<file path="config.mk">
export PLATFORM = sky130hd
export DESIGN_NAME = mem_access_stage
export DESIGN_NICKNAME = d
export VERILOG_FILES = /design/src/rtl/mem_access_stage.sv
export SDC_FILE = /design/constraint.sdc
export NUM_CORES = 1
export LEC_CHECK = 0
export BUFFER_PORTS_ARGS = -buffer_cell sky130_fd_sc_hd__buf_2
export CORE_ASPECT_RATIO = 1.5
export CORE_MARGIN = 3
export CORE_UTILIZATION = 40
export CTS_CLUSTER_DIAMETER = 100
export CTS_CLUSTER_SIZE = 14
export DETAILED_ROUTE_END_ITERATION = 8
export GPL_TIMING_DRIVEN = 0
export PLACE_DENSITY = 0.66
export SLEW_MARGIN = 5
export SYNTH_ARGS = -nofsm -noshare
export SYNTH_HDL_FRONTEND = slang
export SYNTH_SLANG_ARGS = --single-unit
</file>
<file path="constraint.sdc">
create_clock -name clk -period 2.55 [get_ports clk]
set_input_delay 0.3825 -clock clk [delete_from_list [all_inputs] [get_ports clk]]
set_output_delay 0.3825 -clock clk [all_outputs]
set_load 0.02 [all_outputs]
</file>
<file path="src/rtl/mem_access_stage.sv">
// Pipeline MEM stage: data-memory loads/stores over a req/ready handshake, load align/extend, store strobes.
// Latency: 1 cycle for non-memory ops and errors; 1 + k cycles for memory ops (k >= 1 cycles waiting on dmem_ready).
// Backpressure: stall_out is high for the whole outstanding access; upstream holds its instruction until IDLE.
//
// Ports:
//   clk, reset (async, active-low)
//   valid_in, alu_result_in, store_data_in, rd_in, reg_write_in, mem_read_in, mem_write_in, funct3_in : EX/MEM register
//   stall_out                                                  : hold upstream
//   dmem_req/we/addr/wdata/wstrb, dmem_rdata, dmem_ready       : data memory port
//   valid_out, alu_result_out, mem_data_out, rd_out,
//   reg_write_out, mem_to_reg_out, err_out                     : registered result to WB
module mem_access_stage (
  input  logic        clk,
  input  logic        reset,
  input  logic        valid_in,
  input  logic [31:0] alu_result_in,
  input  logic [31:0] store_data_in,
  input  logic [4:0]  rd_in,
  input  logic        reg_write_in,
  input  logic        mem_read_in,
  input  logic        mem_write_in,
  input  logic [2:0]  funct3_in,
  output logic        stall_out,
  output logic        dmem_req,
  output logic        dmem_we,
  output logic [31:0] dmem_addr,
  output logic [31:0] dmem_wdata,
  output logic [3:0]  dmem_wstrb,
  input  logic [31:0] dmem_rdata,
  input  logic        dmem_ready,
  output logic        valid_out,
  output logic [31:0] alu_result_out,
  output logic [31:0] mem_data_out,
  output logic [4:0]  rd_out,
  output logic        reg_write_out,
  output logic        mem_to_reg_out,
  output logic        err_out
);

  localparam logic [0:0] ST_IDLE = 1'b0;
  localparam logic [0:0] ST_REQ  = 1'b1;

  logic [0:0]  state_q, state_d;

  // Instruction fields held while the access is outstanding.
  logic        is_load_q, is_load_d;
  logic [2:0]  funct3_q, funct3_d;
  logic [1:0]  addr_lo_q, addr_lo_d;
  logic [31:0] alu_q, alu_d;
  logic [4:0]  rd_q, rd_d;
  logic        rw_q, rw_d;

  logic        dmem_req_q, dmem_req_d;
  logic        dmem_we_q, dmem_we_d;
  logic [31:0] dmem_addr_q, dmem_addr_d;
  logic [31:0] dmem_wdata_q, dmem_wdata_d;
  logic [3:0]  dmem_wstrb_q, dmem_wstrb_d;

  logic        valid_out_q, valid_out_d;
  logic [31:0] alu_result_out_q, alu_result_out_d;
  logic [31:0] mem_data_out_q, mem_data_out_d;
  logic [4:0]  rd_out_q, rd_out_d;
  logic        reg_write_out_q, reg_write_out_d;
  logic        mem_to_reg_out_q, mem_to_reg_out_d;
  logic        err_out_q, err_out_d;

  // Decode of the incoming instruction.
  logic        is_mem;
  logic        bad_f3;
  logic        misalign;
  logic        illegal;
  logic [3:0]  st_strb;
  logic [31:0] st_data;
  logic [31:0] ld_shift;
  logic [15:0] ld_half;
  logic [31:0] ld_ext;

  always_comb begin
    is_mem   = mem_read_in | mem_write_in;
    bad_f3   = (funct3_in == 3'b011) || (funct3_in[2:1] == 2'b11);
    misalign = ((funct3_in[1:0] == 2'b01) && alu_result_in[0]) ||
               ((funct3_in[1:0] == 2'b10) && (alu_result_in[1:0] != 2'b00));
    illegal  = is_mem && (bad_f3 || misalign || (mem_read_in && mem_write_in));
  end

  // Store lane replication: the memory picks the lanes via the strobes.
  always_comb begin
    st_strb = 4'b1111;
    st_data = store_data_in;
    case (funct3_in[1:0])
      2'b00: begin
        st_strb = 4'b0001 << alu_result_in[1:0];
        st_data = {4{store_data_in[7:0]}};
      end
      2'b01: begin
        st_strb = alu_result_in[1] ? 4'b1100 : 4'b0011;
        st_data = {2{store_data_in[15:0]}};
      end
      default: begin
        st_strb = 4'b1111;
        st_data = store_data_in;
      end
    endcase
  end

  // Load lane select and extension, using the latched address offset.
  always_comb begin
    ld_shift = dmem_rdata >> {addr_lo_q, 3'b000};
    ld_half  = addr_lo_q[1] ? dmem_rdata[31:16] : dmem_rdata[15:0];
    case (funct3_q)
      3'b000:  ld_ext = {{24{ld_shift[7]}}, ld_shift[7:0]};
      3'b001:  ld_ext = {{16{ld_half[15]}}, ld_half};
      3'b100:  ld_ext = {24'h0, ld_shift[7:0]};
      3'b101:  ld_ext = {16'h0, ld_half};
      default: ld_ext = dmem_rdata;
    endcase
  end

  always_comb begin
    state_d          = state_q;
    is_load_d        = is_load_q;
    funct3_d         = funct3_q;
    addr_lo_d        = addr_lo_q;
    alu_d            = alu_q;
    rd_d             = rd_q;
    rw_d             = rw_q;
    dmem_req_d       = dmem_req_q;
    dmem_we_d        = dmem_we_q;
    dmem_addr_d      = dmem_addr_q;
    dmem_wdata_d     = dmem_wdata_q;
    dmem_wstrb_d     = dmem_wstrb_q;
    valid_out_d      = 1'b0;
    alu_result_out_d = alu_result_out_q;
    mem_data_out_d   = mem_data_out_q;
    rd_out_d         = rd_out_q;
    reg_write_out_d  = 1'b0;
    mem_to_reg_out_d = mem_to_reg_out_q;
    err_out_d        = 1'b0;

    case (state_q)
      ST_IDLE: begin
        if (valid_in) begin
          if (!is_mem || illegal) begin
            // Plain op or rejected access: result next edge, no memory traffic.
            valid_out_d      = 1'b1;
            alu_result_out_d = alu_result_in;
            mem_data_out_d   = 32'h0;
            rd_out_d         = rd_in;
            reg_write_out_d  = illegal ? 1'b0 : reg_write_in;
            mem_to_reg_out_d = 1'b0;
            err_out_d        = illegal;
          end else begin
            state_d      = ST_REQ;
            is_load_d    = mem_read_in;
            funct3_d     = funct3_in;
            addr_lo_d    = alu_result_in[1:0];
            alu_d        = alu_result_in;
            rd_d         = rd_in;
            rw_d         = reg_write_in;
            dmem_req_d   = 1'b1;
            dmem_we_d    = mem_write_in;
            dmem_addr_d  = {alu_result_in[31:2], 2'b00};
            dmem_wdata_d = mem_write_in ? st_data : 32'h0;
            dmem_wstrb_d = mem_write_in ? st_strb : 4'b0000;
          end
        end
      end
      ST_REQ: begin
        // dmem_* registers hold their values until the memory completes.
        if (dmem_ready) begin
          state_d          = ST_IDLE;
          dmem_req_d       = 1'b0;
          valid_out_d      = 1'b1;
          alu_result_out_d = alu_q;
          mem_data_out_d   = is_load_q ? ld_ext : 32'h0;
          rd_out_d         = rd_q;
          reg_write_out_d  = is_load_q & rw_q;
          mem_to_reg_out_d = is_load_q;
        end
      end
      default: state_d = ST_IDLE;
    endcase
  end

  always_ff @(posedge clk or negedge reset) begin
    if (!reset) begin
      state_q          <= ST_IDLE;
      is_load_q        <= 1'b0;
      funct3_q         <= 3'b0;
      addr_lo_q        <= 2'b0;
      alu_q            <= 32'h0;
      rd_q             <= 5'h0;
      rw_q             <= 1'b0;
      dmem_req_q       <= 1'b0;
      dmem_we_q        <= 1'b0;
      dmem_addr_q      <= 32'h0;
      dmem_wdata_q     <= 32'h0;
      dmem_wstrb_q     <= 4'h0;
      valid_out_q      <= 1'b0;
      alu_result_out_q <= 32'h0;
      mem_data_out_q   <= 32'h0;
      rd_out_q         <= 5'h0;
      reg_write_out_q  <= 1'b0;
      mem_to_reg_out_q <= 1'b0;
      err_out_q        <= 1'b0;
    end else begin
      state_q          <= state_d;
      is_load_q        <= is_load_d;
      funct3_q         <= funct3_d;
      addr_lo_q        <= addr_lo_d;
      alu_q            <= alu_d;
      rd_q             <= rd_d;
      rw_q             <= rw_d;
      dmem_req_q       <= dmem_req_d;
      dmem_we_q        <= dmem_we_d;
      dmem_addr_q      <= dmem_addr_d;
      dmem_wdata_q     <= dmem_wdata_d;
      dmem_wstrb_q     <= dmem_wstrb_d;
      valid_out_q      <= valid_out_d;
      alu_result_out_q <= alu_result_out_d;
      mem_data_out_q   <= mem_data_out_d;
      rd_out_q         <= rd_out_d;
      reg_write_out_q  <= reg_write_out_d;
      mem_to_reg_out_q <= mem_to_reg_out_d;
      err_out_q        <= err_out_d;
    end
  end

  assign stall_out      = (state_q == ST_REQ);
  assign dmem_req       = dmem_req_q;
  assign dmem_we        = dmem_we_q;
  assign dmem_addr      = dmem_addr_q;
  assign dmem_wdata     = dmem_wdata_q;
  assign dmem_wstrb     = dmem_wstrb_q;
  assign valid_out      = valid_out_q;
  assign alu_result_out = alu_result_out_q;
  assign mem_data_out   = mem_data_out_q;
  assign rd_out         = rd_out_q;
  assign reg_write_out  = reg_write_out_q;
  assign mem_to_reg_out = mem_to_reg_out_q;
  assign err_out        = err_out_q;

endmodule

</file>
# Word-level counts from Yosys, hierarchy flattened
# Cells that the tools add are included.
[word_totals]
latchBits = 0
reg_bits = 186
in_bits = 111
ramBits = 0
output_inout_bits = 144
memories = 0
mem_bits_ro = 0
[classes]
n_bitwise = 4
muxes = 44
mul = 0
reduce_logical = 16
div_mod_pow = 0
addsub = 0
n_eq_ne = 11
n_lt_le_gt_ge = 0
shifts = 2
[op_table]
columns = ["op", "n"]
rows = [
  ["two-way mux 32 bit", 8],
  ["case mux 32 bit (2 select lines)", 3],
  ["case mux 32 bit (4 select lines)", 1],
  ["right shift 32 x 5 -> 8 bit", 1],
  ["two-way mux 1 bit", 19],
  ["two-way mux 16 bit", 1],
  ["two-way mux 5 bit", 3],
  ["case mux 1 bit (2 select lines)", 5],
  ["case mux 5 bit (2 select lines)", 1],
  ["AND reduction 3 bit", 3],
  ["two-way mux 4 bit", 2],
  ["!= test 2 bit, second input constant", 4],
  ["case mux 4 bit (2 select lines)", 1],
  ["equality test 3 bit, second input constant", 2],
  ["logical OR 1 bit", 5],
  ["equality test 2 bit, second input constant", 2],
  ["logical AND 1 bit", 4],
  ["left shift 1 x 2 -> 4 bit, first input constant", 1],
  ["equality test 3 x 1 -> 1 bit, second input constant", 1],
  ["equality test 3 x 2 -> 1 bit, second input constant", 1],
  ["logical NOT 3 bit", 1],
  ["equality test 2 x 1 -> 1 bit, second input constant", 1],
  ["logical NOT 2 bit", 1],
  ["inverter 1 bit", 2],
  ["other kinds (4)", 4],
]

# Longest topological paths before layout
# Gate-level depths: netlist of run 1.
[depth]
depth_word = 10
depth_mapped = 7
mapped_depth_nobuf = 4

# Worst setup path before layout of run 1
# OpenSTA, ideal clock, no wires.
[synth_timing]
kind = "in2reg"
startpoint = "input funct3_in[0]"
endpoint = "register alu_result_out_q[3], in the netlist alu_result_out[3]"
path_stages = 6
setup_time_ns = 0.125
t_arrival_ns = 1.729
slack_ns = 0.696
path_cell_list = "clkbuf_1 -> nor4_4 -> o21ai_1 -> a21boi_2 -> buf_6 -> mux2_2"
[synth_via]
elab_chain_len = 9
word_cells_on_any_way = 13
classes_between = "eq/ne (4); reduce/logical (9)"
[synth_lines]
columns = ["item", "line", "source"]
rows = [
  ["start, declared", "22", "input logic [2:0] funct3_in,"],
  ["equality test 2 x 1 -> 1 bit or equality test 2 bit (tied branches)", "81, 82", ""],
  ["logical AND 1 bit (on tied branches)", "81, 82", ""],
  ["logical OR 1 bit", "81", "misalign = ((funct3_in[1:0] == 2'b01) && alu_result_in[0]) ||"],
  ["logical OR 1 bit (*) (2 in series)", "83", "illegal = is_mem && (bad_f3 || misalign || (mem_read_in && mem_write_in));"],
  ["logical AND 1 bit (*)", "83", ""],
  ["logical OR 1 bit (*)", "143", "if (!is_mem || illegal) begin"],
  ["!= test 2 bit (no line) (*)", "n/a", ""],
  ["AND reduction 3 bit (no line) (*)", "n/a", ""],
  ["end signal, assigned", "220", "alu_result_out_q <= alu_result_out_d;"],
  ["end, declared", "60", "logic [31:0] alu_result_out_q, alu_result_out_d;"],
]
# Mark *: on every way between the ends. The rest lies on a longest branch, timed or not.
# A chain may end at the register's enable or synchronous reset.

# Worst setup path in the final report of run 1
[layout_timing]
startpoint = "register state_q, in the netlist stall_out"
endpoint = "register mem_data_out_q[5], in the netlist mem_data_out[5]"
[layout_via]
elab_chain_len = 3
word_cells_on_any_way = 6
classes_between = "eq/ne (3); mux (1); bitwise (1); reduce/logical (1)"
[layout_lines]
columns = ["item", "line", "source"]
rows = [
  ["start, declared", "43", "logic [0:0] state_q, state_d;"],
  ["start signal, assigned", "207", "state_q <= state_d;"],
  ["inverter 1 bit (no line)", "n/a", ""],
  ["!= test 2 bit (no line)", "n/a", ""],
  ["AND reduction 3 bit (no line)", "n/a", ""],
  ["end signal, assigned", "221", "mem_data_out_q <= mem_data_out_d;"],
  ["end, declared", "61", "logic [31:0] mem_data_out_q, mem_data_out_d;"],
]
# Parallel ways exist; a longest one is shown, timed or not.

==> results of run 1 <==
-- layout by cell type, fill, tap and decap left out, drive strengths merged, types with 2 or more instances in the layout --
master	count
nor2	13
bufinv	2
a32oi	3
a22o	2
nor2b	4
and3	2
and2	3
a211o	4
nand2	55
clkbuf	44
o2bb2ai	21
conb	2
o21a	3
inv	19
a211oi	6
and3b	4
a221o	7
buf	274
a21oi	35
o31ai	28
or3	4
clkinv	3
nand2b	10
mux2	117
o211ai	2
mux2i	28
o21ai	26
dfrtp	154
-- timing repair --
action                     CTS  global route
setup buffers                0             0
hold endpoints to repair    52             0
hold buffers                 1             0
setup endpoints to repair    0             0
-- per-stage QoR --
stage,hold WS (ns),cells,area [µm²],util,TNS (ns)
4_1_cts,0.143,1099,9420,0.536,0
6_report,0.164,1100,9420,0.536,0
3_5_place_dp,0.319,1066,8810,0.501,0
5_1_grt,0.180,1100,9420,0.536,0
2_1_floorplan,0.0869,601,7250,-,0
3_3_place_gp,0.456,1065,8770,0.499,-204.77
-- area by class of cell --
class / instances / area (µm²) / area share
repair buffers: 253 / 1300 / 0.138
diodes: 1 / 2.50 / 0.000266
plain buffers: 49 / 267 / 0.0283
multi-input cells: 389 / 3090 / 0.328
inverters: 9 / 33.8 / 0.00359
clock inverters: 15 / 178 / 0.0189
well taps: 213 / 267 / 0.0283
clock buffers: 17 / 425 / 0.0451
flip-flops and latches: 154 / 3850 / 0.409
-- cell usage after synthesis (6+ instances only) --
cell / number
sky130_fd_sc_hd__clkbuf_1: 27
sky130_fd_sc_hd__a21oi_1: 35
sky130_fd_sc_hd__buf_2: 9
sky130_fd_sc_hd__mux2i_1: 28
sky130_fd_sc_hd__nor2_1: 13
sky130_fd_sc_hd__mux2_2: 117
sky130_fd_sc_hd__dfrtp_1: 154
sky130_fd_sc_hd__a221o_1: 7
sky130_fd_sc_hd__nand2_1: 55
sky130_fd_sc_hd__nand2b_1: 10
sky130_fd_sc_hd__o2bb2ai_1: 21
sky130_fd_sc_hd__buf_6: 8
sky130_fd_sc_hd__o31ai_1: 28
sky130_fd_sc_hd__o21ai_0: 24
sky130_fd_sc_hd__inv_1: 8
sky130_fd_sc_hd__a211oi_1: 6
-- flip-flops by register name, summed over array words and instances (netlist names) --
name            cells
valid_out           1
mem_to_reg_out      1
dmem_wdata         32
mem_data_out       32
dmem_req            1
rw_q                1
funct3_q            3
is_load_q           1
dmem_we             1
alu_q              31
dmem_wstrb          4
alu_result_out     32
stall_out           1
err_out             1
reg_write_out       1
rd_out              5
addr_lo_q           1
rd_q                5
-- kinds of logic after synthesis --
family / count (synthesis) / synth area share
DFF: 154 / 0.532
muxes: 146 / 0.224
AOI/OAI and AO/OA: 141 / 0.134
and+or+nand+nor: 98 / 0.0655
buffers and inverters: 58 / 0.0415
adders and majority gates: 1 / 0.00138
other: 1 / 0.000518
xor gates and xnor gates: 1 / 0.00121
-- worst paths after layout --
check,start,end,slack [ns]
max,stall_out,mem_data_out[5],0.42
min,dmem_ready,stall_out,0.16
max reg2reg,stall_out,mem_data_out[5],0.42
min reg2reg,mem_to_reg_out,mem_to_reg_out,0.47
max in group asynchronous,reset,mem_data_out[28],1.25
min in group asynchronous,reset,dmem_wdata[8],0.45
-- power groups by stage --
stage          Clock [µW]  Combinational, µW  Sequential (µW)
3_5_place_dp            0               2930             3400
2_1_floorplan           0               1190             4030
3_3_place_gp            0               2890             3380
6_report             2620               2900             3350
5_1_grt              2800               3140             3440
4_1_cts              2690               2940             3360
-- routing by layer --
layer	vias up	global-route usage	share of wire
met2	234	0.387	0.53
met5	-	0	0.00033
met1	2880	0.239	0.37
met4	2	0.0893	0.031
met3	42	0.0577	0.065
li1	2725	-	-
==> results.txt, run 1 <==
----------------------------------------------------
[Outcome]
  Status ... completed

[Global routing]
  Number of antenna violations at the first check in global routing ... 2
  Via count of the first global-routing pass ... between 6000 and 7000
  Maximum number of pins on one net before global-route repair ... about 100
  Global-route wire length before repair ... about 33 mm
  Total routing resource utilization after global routing ... 0.216
  GRT overflow ... 0

[CTS]
  Clock slew at the register clock pins of the worst setup and hold paths ... approximately 0.070 ns
  TritonCTS Buffers ... 17
  CTS Buffer Depth ... 2
  Total of cells resized after clock tree synthesis ... 0
  CTS tree ... done
  CTS Root Buffer Type ... sky130_fd_sc_hd__clkbuf_16
  Clock sink count ... approximately 150
  Htree depth ... 4
  Clock insertion delay at the later pin of the skew report ... 0.42 ns

[Synth]
  Ys Warns ... 0
  Cell Area, Synth ... 7240 µm²
  Async S/R FF share, synth ... 1.00
  Count of mapped cells out of synthesis ... 600
  Top area cells in the synthesized netlist ... sky130_fd_sc_hd__dfrtp_1 (53%), sky130_fd_sc_hd__mux2_2 (18%), sky130_fd_sc_hd__mux2i_1 (3.9%)
  Avg Cell Area, Syn ... 12.1 µm²
  Fraction of post-synthesis cell area in the top cell type by area ... 0.532
  Cell type with the highest aggregate area in the netlist ... sky130_fd_sc_hd__dfrtp_1
  Sequential share of the synthesized area ... 0.532
  #FFs+latches synth ... around 150
  Distinct cells, synth ... 44
  EDFF count, synth ... 0
  Most used DFF post-synth ... sky130_fd_sc_hd__dfrtp_1

[Timing]
  Least setup slack across all paths after layout ... 0.423 ns
  Setup repair after global routing missed its margin ... no
  # setup viols final ... 0
  Final-report hold violation count ... 0
  Slew of the pin with the lowest slew margin ... approximately 0.92 ns
  Achievable Freq ... 0.470 GHz
  Period Utilization, post-route ... 0.834
  Worst slew margin relative to its limit ... 0.387
  Slew Viols, Final ... 0
  Final critical-path required period ... 2.13 ns
  Maximum clock skew at final layout ... 0.00708 ns

[Floorplan]
  Effective utilization at floorplan ... 0.412
  Number of cell rows ... 59
  Die area ... 19800 µm²
  Die boundary width ... about 120 µm
  Core area ... between 15000 and 20000 µm²
  Vert. Die Dim ... around 170 µm
  # IOs ... ~260

[Worst setup path]
  Crit path buf inv count ... 2
  Top cell family by delay on the critical path ... buffers and inverters
  Critical-path top delay cell ... sky130_fd_sc_hd__clkbuf_1
  Cell chain of the critical path ... clkbuf_1 > clkbuf_1 > and2_1 > o21ai_0 > a211oi_1 > mux2_2
  Biggest fanout along the worst timing path ... 10
  Required time of the worst setup path ... around 2.9 ns
  Data arrival time of the critical path ... roughly 2.5 ns
  Most Frequent Cell on Critical Path ... sky130_fd_sc_hd__clkbuf_1
  Worst reg-to-reg path cell count ... 6
  Startpoint types ... flop
  Critical path class ... reg -> reg
  Type of element capturing the critical path ... flop
  Crit-path max cell delay ... about 0.51 ns
  Cell count along the critical path ... 6

[Placement]
  Estimated wirelength of the detail-placed design ... approximately 16 mm
  Port buffer count ... 251
  RD Place Congestion ... around 0.9
  Dpl ws ... 0.310 ns

[Power]
  Power Internal ... around 5700 µW
  Clock network fraction of design power ... 0.296
  Logic pwr share ... 0.327
  Sequential share of power ... 0.378
  Sw frac ... 0.361
  Switching Power ... between 3000 and 4000 µW
  Power density over the cells ... between 900 and 1000 nW/µm²
  P_leak ... approximately 0.0046 µW
  Design Power ... slightly below 9000 µW
  VDD IR max ... 0.370 mV

[Finish]
  Net count, final ... 984
  Fraction of layout cells with a size suffix above 1 ... 0.483
  Filler cell count in the final layout ... 1606
  Synthesis-to-finish area growth ... 30.1%

[Run]
  Maxcap violations ... 0

[Route]
  Detail-routed via count per cell ... ~5.3
  WL per Instance ... ~19 µm
  Detailed Routing Iterations Pass 1 ... 5
  Antenna-violating nets left ... 0
  Total vias in the final route ... 5883
  Routed Wire Length ... ~21 mm
  First-iteration detailed-routing DRC count ... approximately 360
  DRC violations left ... 0

[Hold path]
  Type of the tightest min-delay check ... in -> reg
  Cells on Worst Hold Path ... 2

----------------------------------------------------
Power figures use the tool's default switching activity.
==> run 2, diff against run 1 <==
--- a/config.mk
+++ b/config.mk
@@ -13,7 +13,7 @@
 export CTS_CLUSTER_SIZE = 14
 export DETAILED_ROUTE_END_ITERATION = 8
 export GPL_TIMING_DRIVEN = 0
-export PLACE_DENSITY = 0.66
+export PLACE_DENSITY = 0.69
 export SLEW_MARGIN = 5
 export SYNTH_ARGS = -nofsm -noshare
 export SYNTH_HDL_FRONTEND = slang
==> constraint.sdc (replaced) <==
create_clock -name clk -period 1.8 [get_ports clk]
set_input_delay 0.27 -clock clk [delete_from_list [all_inputs] [get_ports clk]]
set_output_delay 0.27 -clock clk [all_outputs]
set_load 0.02 [all_outputs]
==> run 2 against run 1 <==
Fmax rose by 23%. Design area rose by 1.0%. Sequential share of layout area fell by 0.40 points. First-iteration DRC count rose by 15%.
==> results.txt, run 2 (synthesis gave the netlist of run 1 again) <==
----------------------------------------------------
[Timing]
  Slew Viols, Final ... 0 (unchanged)
  Setup repair after global routing missed its margin ... no (unchanged)
  Worst slew margin relative to its limit ... 0.415 (was 0.387)
  Final-report hold violation count ... 0 (unchanged)
  Achievable Freq ... 0.576 GHz (was 0.470 GHz)
  # setup viols final ... 0 (unchanged)
  Slew of the pin with the lowest slew margin ... 0.874 ns (was 0.916 ns)
  Post-Route Setup TNS ... 0 ns (unchanged)
  Period Utilization, post-route ... 0.964 (was 0.834)
  Maximum clock skew at final layout ... 0.00685 ns (was 0.00708 ns)
  Final critical-path required period ... 1.74 ns (was 2.13 ns)
  Worst hold-check slack ... 0.0607 ns (was 0.164 ns)

[Power]
  Power density over the cells ... 1320 nW/µm² (was 942 nW/µm²)
  Power Internal ... 8120 µW (was 5670 µW)
  Switching Power ... 4480 µW (was 3210 µW)
  Design Power ... 12600 µW (was 8880 µW)
  Sw frac ... 0.356 (was 0.361)
  Logic pwr share ... 0.333 (was 0.327)
  VDD IR max ... 0.624 mV (was 0.370 mV)
  P_leak ... 0.00471 µW (was 0.00463 µW)
  Sequential share of power ... 0.379 (was 0.378)
  Clock network fraction of design power ... 0.288 (was 0.296)

[Floorplan]
  Die boundary width ... 116 µm (unchanged)
  Die area ... 19800 µm² (unchanged)
  # IOs ... 255 (unchanged)
  Core area ... 17600 µm² (unchanged)
  Number of cell rows ... 59 (unchanged)
  Effective utilization at floorplan ... 0.412 (unchanged)
  Vert. Die Dim ... 171 µm (unchanged)

[Global routing]
  Global-route wire length before repair ... 33.5 mm (was 32.8 mm)
  Via count of the first global-routing pass ... 6236 (was 6058)
  Number of antenna violations at the first check in global routing ... 2 (unchanged)
  Total routing resource utilization after global routing ... 0.221 (was 0.216)
  Maximum number of pins on one net before global-route repair ... 94 (was 103)
  GRT overflow ... 0 (unchanged)

[Worst setup path]
  Required time of the worst setup path ... 2.10 ns (was 2.91 ns)
  Type of element capturing the critical path ... flop (unchanged)
  Most Frequent Cell on Critical Path ... sky130_fd_sc_hd__buf_6 (was sky130_fd_sc_hd__clkbuf_1)
  Data arrival time of the critical path ... 2.03 ns (was 2.49 ns)
  R2R Setup Slk ... 0.06 ns (was 0.42 ns)
  Startpoint types ... flop (unchanged)
  Cell chain of the critical path ... buf_6 > mux4_2 > and2_4 > o21ai_4 > buf_6 > o2bb2ai_1 (was clkbuf_1 > clkbuf_1 > and2_1 > o21ai_0 > a211oi_1 > mux2_2)
  Source of the worst register-to-register timing path ... alu_q[1] (was stall_out)
  Critical path class ... reg -> reg (unchanged)
  Top cell family by delay on the critical path ... multiplexers (was buffers and inverters)
  Biggest fanout along the worst timing path ... 10 (unchanged)
  Critical register-to-register path endpoint ... mem_data_out[21] (was mem_data_out[5])
  Worst reg-to-reg path cell count ... 6 (unchanged)
  Critical-path top delay cell ... sky130_fd_sc_hd__mux4_2 (was sky130_fd_sc_hd__clkbuf_1)
  Crit-path max cell delay ... 0.51 ns (about the same)
  Crit path buf inv count ... 2 (unchanged)

[Hold path]
  Destination of the worst hold path ... stall_out (unchanged)
  Type of the tightest min-delay check ... in -> reg (unchanged)
  Cells on Worst Hold Path ... 2 (unchanged)
  Worst hold path startpoint ... dmem_ready (unchanged)

[CTS]
  Htree depth ... 4 (unchanged)
  Clock sink count ... 154 (unchanged)
  CTS tree ... done (unchanged)
  CTS Root Buffer Type ... sky130_fd_sc_hd__clkbuf_16 (unchanged)
  CTS Buffer Depth ... 2 (unchanged)
  Clock slew at the register clock pins of the worst setup and hold paths ... 0.06 ns (was 0.07 ns)
  TritonCTS Buffers ... 17 (unchanged)
  Clock insertion delay at the later pin of the skew report ... 0.41 ns (was 0.42 ns)

[Outcome]
  Status ... completed (unchanged)

[Placement]
  Dpl cells ... 1066 (unchanged)
  Instance area at placement ... 8810 µm² (unchanged)
  Estimated wirelength of the detail-placed design ... 16.2 mm (was 16.1 mm)
  RD Place Congestion ... 0.864 (was 0.888)
  Port buffer count ... 251 (unchanged)

[Finish]
  Post-Layout Cell Count ... 1103 (was 1100)
  Most common cell after layout, fill and taps aside ... sky130_fd_sc_hd__buf_2 (unchanged)
  Fraction of layout cells with a size suffix above 1 ... 0.505 (was 0.483)
  Final instance area ... 9520 µm² (was 9420 µm²)
  Net count, final ... 987 (was 984)
  Filler cell count in the final layout ... 1612 (was 1606)
  Top library cells by usage in the layout, fill and taps aside ... sky130_fd_sc_hd__buf_2 (256), sky130_fd_sc_hd__dfrtp_1 (153), sky130_fd_sc_hd__mux2_2 (117) (was sky130_fd_sc_hd__buf_2 (259), sky130_fd_sc_hd__dfrtp_1 (154), sky130_fd_sc_hd__mux2_2 (117))
  Synthesis-to-finish area growth ... 31.4% (was 30.1%)

[Route]
  DRC violations left ... 0 (unchanged)
  Detail-routed via count per cell ... 5.33 (was 5.35)
  First-iteration detailed-routing DRC count ... 410 (was 356)
  Antenna-violating nets left ... 0 (unchanged)
  Total vias in the final route ... 5875 (was 5883)
  Routed Wire Length ... 21.4 mm (was 21.1 mm)
  WL per Instance ... 19.4 µm (was 19.2 µm)
  Detailed Routing Iterations Pass 1 ... 5 (unchanged)

[Run]
  Maxcap violations ... 0 (unchanged)

----------------------------------------------------
==> run 2: cell count changes in the layout (fill, tap and decap cells not counted), moves of 2 or more <==
| cell | delta |
|---|---|
| sky130_fd_sc_hd__clkbuf_2 | +11 |
| sky130_fd_sc_hd__clkbuf_1 | -15 |
| sky130_fd_sc_hd__buf_4 | +8 |
| sky130_fd_sc_hd__inv_6 | -6 |
| sky130_fd_sc_hd__buf_2 | -3 |
| sky130_fd_sc_hd__clkbuf_8 | +2 |
| sky130_fd_sc_hd__inv_8 | -3 |
| sky130_fd_sc_hd__clkinv_4 | +4 |
==> run 2: power by group through the flow <==
stage / combinational (µW) / clock (µW) / sequential, µW
after global placement: 4080 / 0 / 4790
final: 4200 / 3630 / 4780
after floorplan: 1680 / 0 / 5700
after detailed placement: 4160 / 0 / 4820
after CTS: 4200 / 3720 / 4770
after global routing: 4540 / 3870 / 4890
==> run 2: routing by layer <==
| metal | track usage | vias to the layer above | share of wire |
|---|---|---|---|
| met5 | 0 | - | 0.00061 |
| met4 | 0.0979 | 2 | 0.035 |
| met3 | 0.0502 | 43 | 0.057 |
| met2 | 0.398 | 241 | 0.54 |
| met1 | 0.244 | 2858 | 0.37 |
| li1 | - | 2731 | - |
==> run 2: cell type report <==
class | instances | area, µm² | area share
Clock buffer | 20 | 457 | 0.0480
Antenna cell | 1 | 2.50 | 0.000263
Clock inverter | 12 | 139 | 0.0146
Multi-Input combinational cell | 389 | 3120 | 0.328
Inverter | 9 | 33.8 | 0.00355
Timing Repair Buffer | 259 | 1360 | 0.143
Tap cell | 213 | 267 | 0.0280
Buffer | 46 | 280 | 0.0294
Sequential cell | 154 | 3850 | 0.405
==> run 2: worst max-delay path by stage <==
stage,startpoint,endpoint,slack [ns],depth (start not counted)
final,alu_q[1],mem_data_out[21],0.06,6
after global routing,alu_q[1],mem_data_out[7],0.003,6
after CTS,stall_out,mem_data_out[5],0.03,5
after detailed placement,stall_out,mem_data_out[5],-0.38,6
after global placement,reset,alu_result_out[2],-1.95,1
after floorplan,alu_q[1],mem_data_out[10],0.05,6
==> run 2: repair_timing <==
action | CTS | global route
endpoints found under the setup margin | 140 | 95
pin swaps | 2 | 0
resized for setup | 15 | 19
endpoints found under the hold margin | 61 | 0
buffers inserted | 4 | 2
hold buffers | 1 | 0
==> run 2: worst register-to-register path, stage by stage, from the launching register on <==
cell	delay, ns
sky130_fd_sc_hd__dfrtp_1	0.34
sky130_fd_sc_hd__buf_6	0.12
sky130_fd_sc_hd__mux4_2	0.52
sky130_fd_sc_hd__and2_4	0.17
sky130_fd_sc_hd__o21ai_4	0.23
sky130_fd_sc_hd__buf_6	0.18
sky130_fd_sc_hd__o2bb2ai_1	0.08
==> run 2: metrics by stage <==
stage / setup WS [ns] / util
global placement: -1.95 / 0.499
detailed placement: -0.384 / 0.501
CTS: 0.0277 / 0.539
global route: 0.00344 / 0.542
finish: 0.0648 / 0.542
floorplan: 0.0459 / -
==> run 3, diff against run 2 <==
--- a/config.mk
+++ b/config.mk
@@ -14,6 +14,7 @@
 export DETAILED_ROUTE_END_ITERATION = 8
 export GPL_TIMING_DRIVEN = 0
 export PLACE_DENSITY = 0.69
+export RECOVER_POWER = 100
 export SLEW_MARGIN = 5
 export SYNTH_ARGS = -nofsm -noshare
 export SYNTH_HDL_FRONTEND = slang
==> run 3 against run 2 <==
Global-route usage unchanged. Clock power about the same. Register-to-register slack about the same. Design area shrank 2.2%. Power is 1.5% lower. Fmax barely moved. Largest cell class unchanged. Largest power group unchanged.
==> results.txt, run 3 (synthesis gave the netlist of run 1 again) <==
----------------------------------------------------
[CTS]
  Htree depth ... 4 (unchanged)
  TritonCTS Buffers ... 17 (unchanged)
  CTS Root Buffer Type ... sky130_fd_sc_hd__clkbuf_16 (unchanged)
  CTS tree ... done (unchanged)
  Clock insertion delay at the later pin of the skew report ... 0.41 ns (about the same)
  Clock slew at the register clock pins of the worst setup and hold paths ... 0.06 ns (about the same)
  Clock sink count ... 154 (unchanged)
  CTS Buffer Depth ... 2 (unchanged)

[Timing]
  Post-Route Setup TNS ... 0 ns (unchanged)
  Final critical-path required period ... 1.74 ns (about the same)
  Worst slew margin relative to its limit ... 0.412 (was 0.415)
  # setup viols final ... 0 (unchanged)
  Slew of the pin with the lowest slew margin ... 0.881 ns (was 0.874 ns)
  Achievable Freq ... 0.576 GHz (about the same)
  Final-report hold violation count ... 0 (unchanged)
  Maximum clock skew at final layout ... 0.00746 ns (was 0.00685 ns)
  Setup repair after global routing missed its margin ... no (unchanged)
  Period Utilization, post-route ... 0.964 (about the same)
  Slew Viols, Final ... 0 (unchanged)

[Finish]
  Top library cells by usage in the layout, fill and taps aside ... sky130_fd_sc_hd__clkbuf_1 (155), sky130_fd_sc_hd__dfrtp_1 (153), sky130_fd_sc_hd__mux2_2 (117) (was sky130_fd_sc_hd__buf_2 (256), sky130_fd_sc_hd__dfrtp_1 (153), sky130_fd_sc_hd__mux2_2 (117))
  Multi-input gate area ... 3110 µm² (was 3120 µm²)
  Synthesis-to-finish area growth ... 28.5% (was 31.4%)
  Util after Layout ... 0.530 (was 0.542)
  Most common cell after layout, fill and taps aside ... sky130_fd_sc_hd__clkbuf_1 (was sky130_fd_sc_hd__buf_2)
  Net count, final ... 987 (unchanged)
  Filler cell count in the final layout ... 1678 (was 1612)
  Footprint of the flip-flops and latches ... 3850 µm² (unchanged)
  Fraction of layout cells with a size suffix above 1 ... 0.345 (was 0.505)

[Power]
  Power density over the cells ... 1330 nW/µm² (was 1320 nW/µm²)
  VDD IR max ... 0.609 mV (was 0.624 mV)
  P_leak ... 0.00421 µW (was 0.00471 µW)
  Design Power ... 12400 µW (was 12600 µW)

[Route]
  Antenna-violating nets left ... 0 (unchanged)
  Routed Wire Length ... 21.5 mm (was 21.4 mm)
  Detail-routed via count per cell ... 5.34 (was 5.33)
  DRC violations left ... 0 (unchanged)
  Detailed Routing Iterations Pass 1 ... 5 (unchanged)
  WL per Instance ... 19.5 µm (was 19.4 µm)
  Total vias in the final route ... 5889 (was 5875)
  First-iteration detailed-routing DRC count ... 430 (was 410)

[Floorplan]
  Die boundary width ... 116 µm (unchanged)
  # IOs ... 255 (unchanged)
  Effective utilization at floorplan ... 0.412 (unchanged)
  Die area ... 19800 µm² (unchanged)
  Number of cell rows ... 59 (unchanged)
  Core area ... 17600 µm² (unchanged)
  Vert. Die Dim ... 171 µm (unchanged)

[Worst setup path]
  Startpoint types ... flop (unchanged)
  Biggest fanout along the worst timing path ... 10 (unchanged)
  Critical register-to-register path endpoint ... mem_data_out[21] (unchanged)
  R2R Setup Slk ... 0.06 ns (about the same)
  Worst reg-to-reg path cell count ... 6 (unchanged)
  Source of the worst register-to-register timing path ... alu_q[1] (unchanged)
  Most Frequent Cell on Critical Path ... sky130_fd_sc_hd__buf_6 (unchanged)
  Cell chain of the critical path ... buf_6 > mux4_2 > and2_4 > o21ai_4 > buf_6 > o2bb2ai_1 (unchanged)
  Type of element capturing the critical path ... flop (unchanged)
  Critical-path top delay cell ... sky130_fd_sc_hd__mux4_2 (unchanged)
  Crit-path max cell delay ... 0.52 ns (was 0.51 ns)
  Required time of the worst setup path ... 2.10 ns (about the same)
  Data arrival time of the critical path ... 2.04 ns (was 2.03 ns)
  Critical path class ... reg -> reg (unchanged)
  Critical path startpoint ... alu_q[1] (unchanged)

[Global routing]
  Via count of the first global-routing pass ... 6236 (unchanged)
  Total routing resource utilization after global routing ... 0.221 (unchanged)
  Number of antenna violations at the first check in global routing ... 2 (unchanged)
  Maximum number of pins on one net before global-route repair ... 94 (unchanged)
  GRT overflow ... 0 (unchanged)
  Global-route wire length before repair ... 33.5 mm (unchanged)

[Placement]
  Estimated wirelength of the detail-placed design ... 16.2 mm (unchanged)
  RD Place Congestion ... 0.864 (unchanged)
  Port buffer count ... 251 (unchanged)

[Outcome]
  Status ... completed (unchanged)

[Run]
  Maxcap violations ... 0 (unchanged)

[Hold path]
  Destination of the worst hold path ... stall_out (unchanged)
  Type of the tightest min-delay check ... in -> reg (unchanged)
  Worst hold path startpoint ... dmem_ready (unchanged)
  Cells on Worst Hold Path ... 2 (unchanged)

----------------------------------------------------
-- run 3: cell types whose count changed in the layout (fill, tap and decap cells not counted), moves of 2 or more --
cell,change
sky130_fd_sc_hd__clkbuf_1,+143
sky130_fd_sc_hd__buf_2,-144
sky130_fd_sc_hd__buf_1,-2
sky130_fd_sc_hd__clkbuf_2,+6
sky130_fd_sc_hd__buf_4,-3
-- run 3: through the flow --
stage | hold slack, ns | worst slack (ns) | cell area (µm²) | cells
after global routing | 0.0507 | 0.00344 | 9300 | 1103
final | 0.0627 | 0.0649 | 9300 | 1103
after global placement | 0.455 | -1.95 | 8770 | 1065
after detailed placement | 0.243 | -0.384 | 8810 | 1066
after CTS | 0.0374 | 0.0277 | 9460 | 1100
after floorplan | -0.0256 | 0.0459 | 7250 | 601
-- run 3: how the worst max path moves through the flow --
stage / cells after the start / to / slack [ns]
final: 6 / mem_data_out[21] / 0.06
after floorplan: 6 / mem_data_out[10] / 0.05
after CTS: 5 / mem_data_out[5] / 0.03
after global placement: 1 / alu_result_out[2] / -1.95
after detailed placement: 6 / mem_data_out[5] / -0.38
after global routing: 6 / mem_data_out[7] / 0.003
-- run 3: worst max-delay path, delay by kind of cell (launching register included) --
| family | cells | cell delay [ns] |
|---|---|---|
| muxes | 1 | 0.52 |
| DFF | 1 | 0.34 |
| AOI/OAI and AO/OA | 2 | 0.30 |
| buffers and inverters | 2 | 0.29 |
| and+or+nand+nor | 1 | 0.18 |
-- run 3: cell type report --
type	instances	area share
Antenna cell	1	0.000269
Buffer	46	0.0293
Clock buffer	20	0.0491
Clock inverter	12	0.0149
Inverter	9	0.00363
Multi-Input combinational cell	389	0.334
Sequential cell	154	0.414
Tap cell	213	0.0286
Timing Repair Buffer	259	0.126
-- run 3: timing repair --
item	4_1_cts	5_1_grt
hold buffers	1	0
endpoints found under the hold margin	61	0
gates resized for setup	15	19
pin swaps	2	0
gates cloned	0	0
setup endpoints to repair	140	95
setup buffers	4	2
-- run 3: report_power, final --
group	switching [µW]	internal [µW]
registers	511	4290
logic	2500	1480
clock network	1500	2130
total	4510	7900
-- run 3: metal layers --
metal | up-vias | share of wire | global-route usage
met5 | - | 0.00061 | 0
met4 | 2 | 0.039 | 0.0979
met3 | 48 | 0.058 | 0.0502
met2 | 247 | 0.53 | 0.398
met1 | 2860 | 0.37 | 0.244
li1 | 2732 | - | -
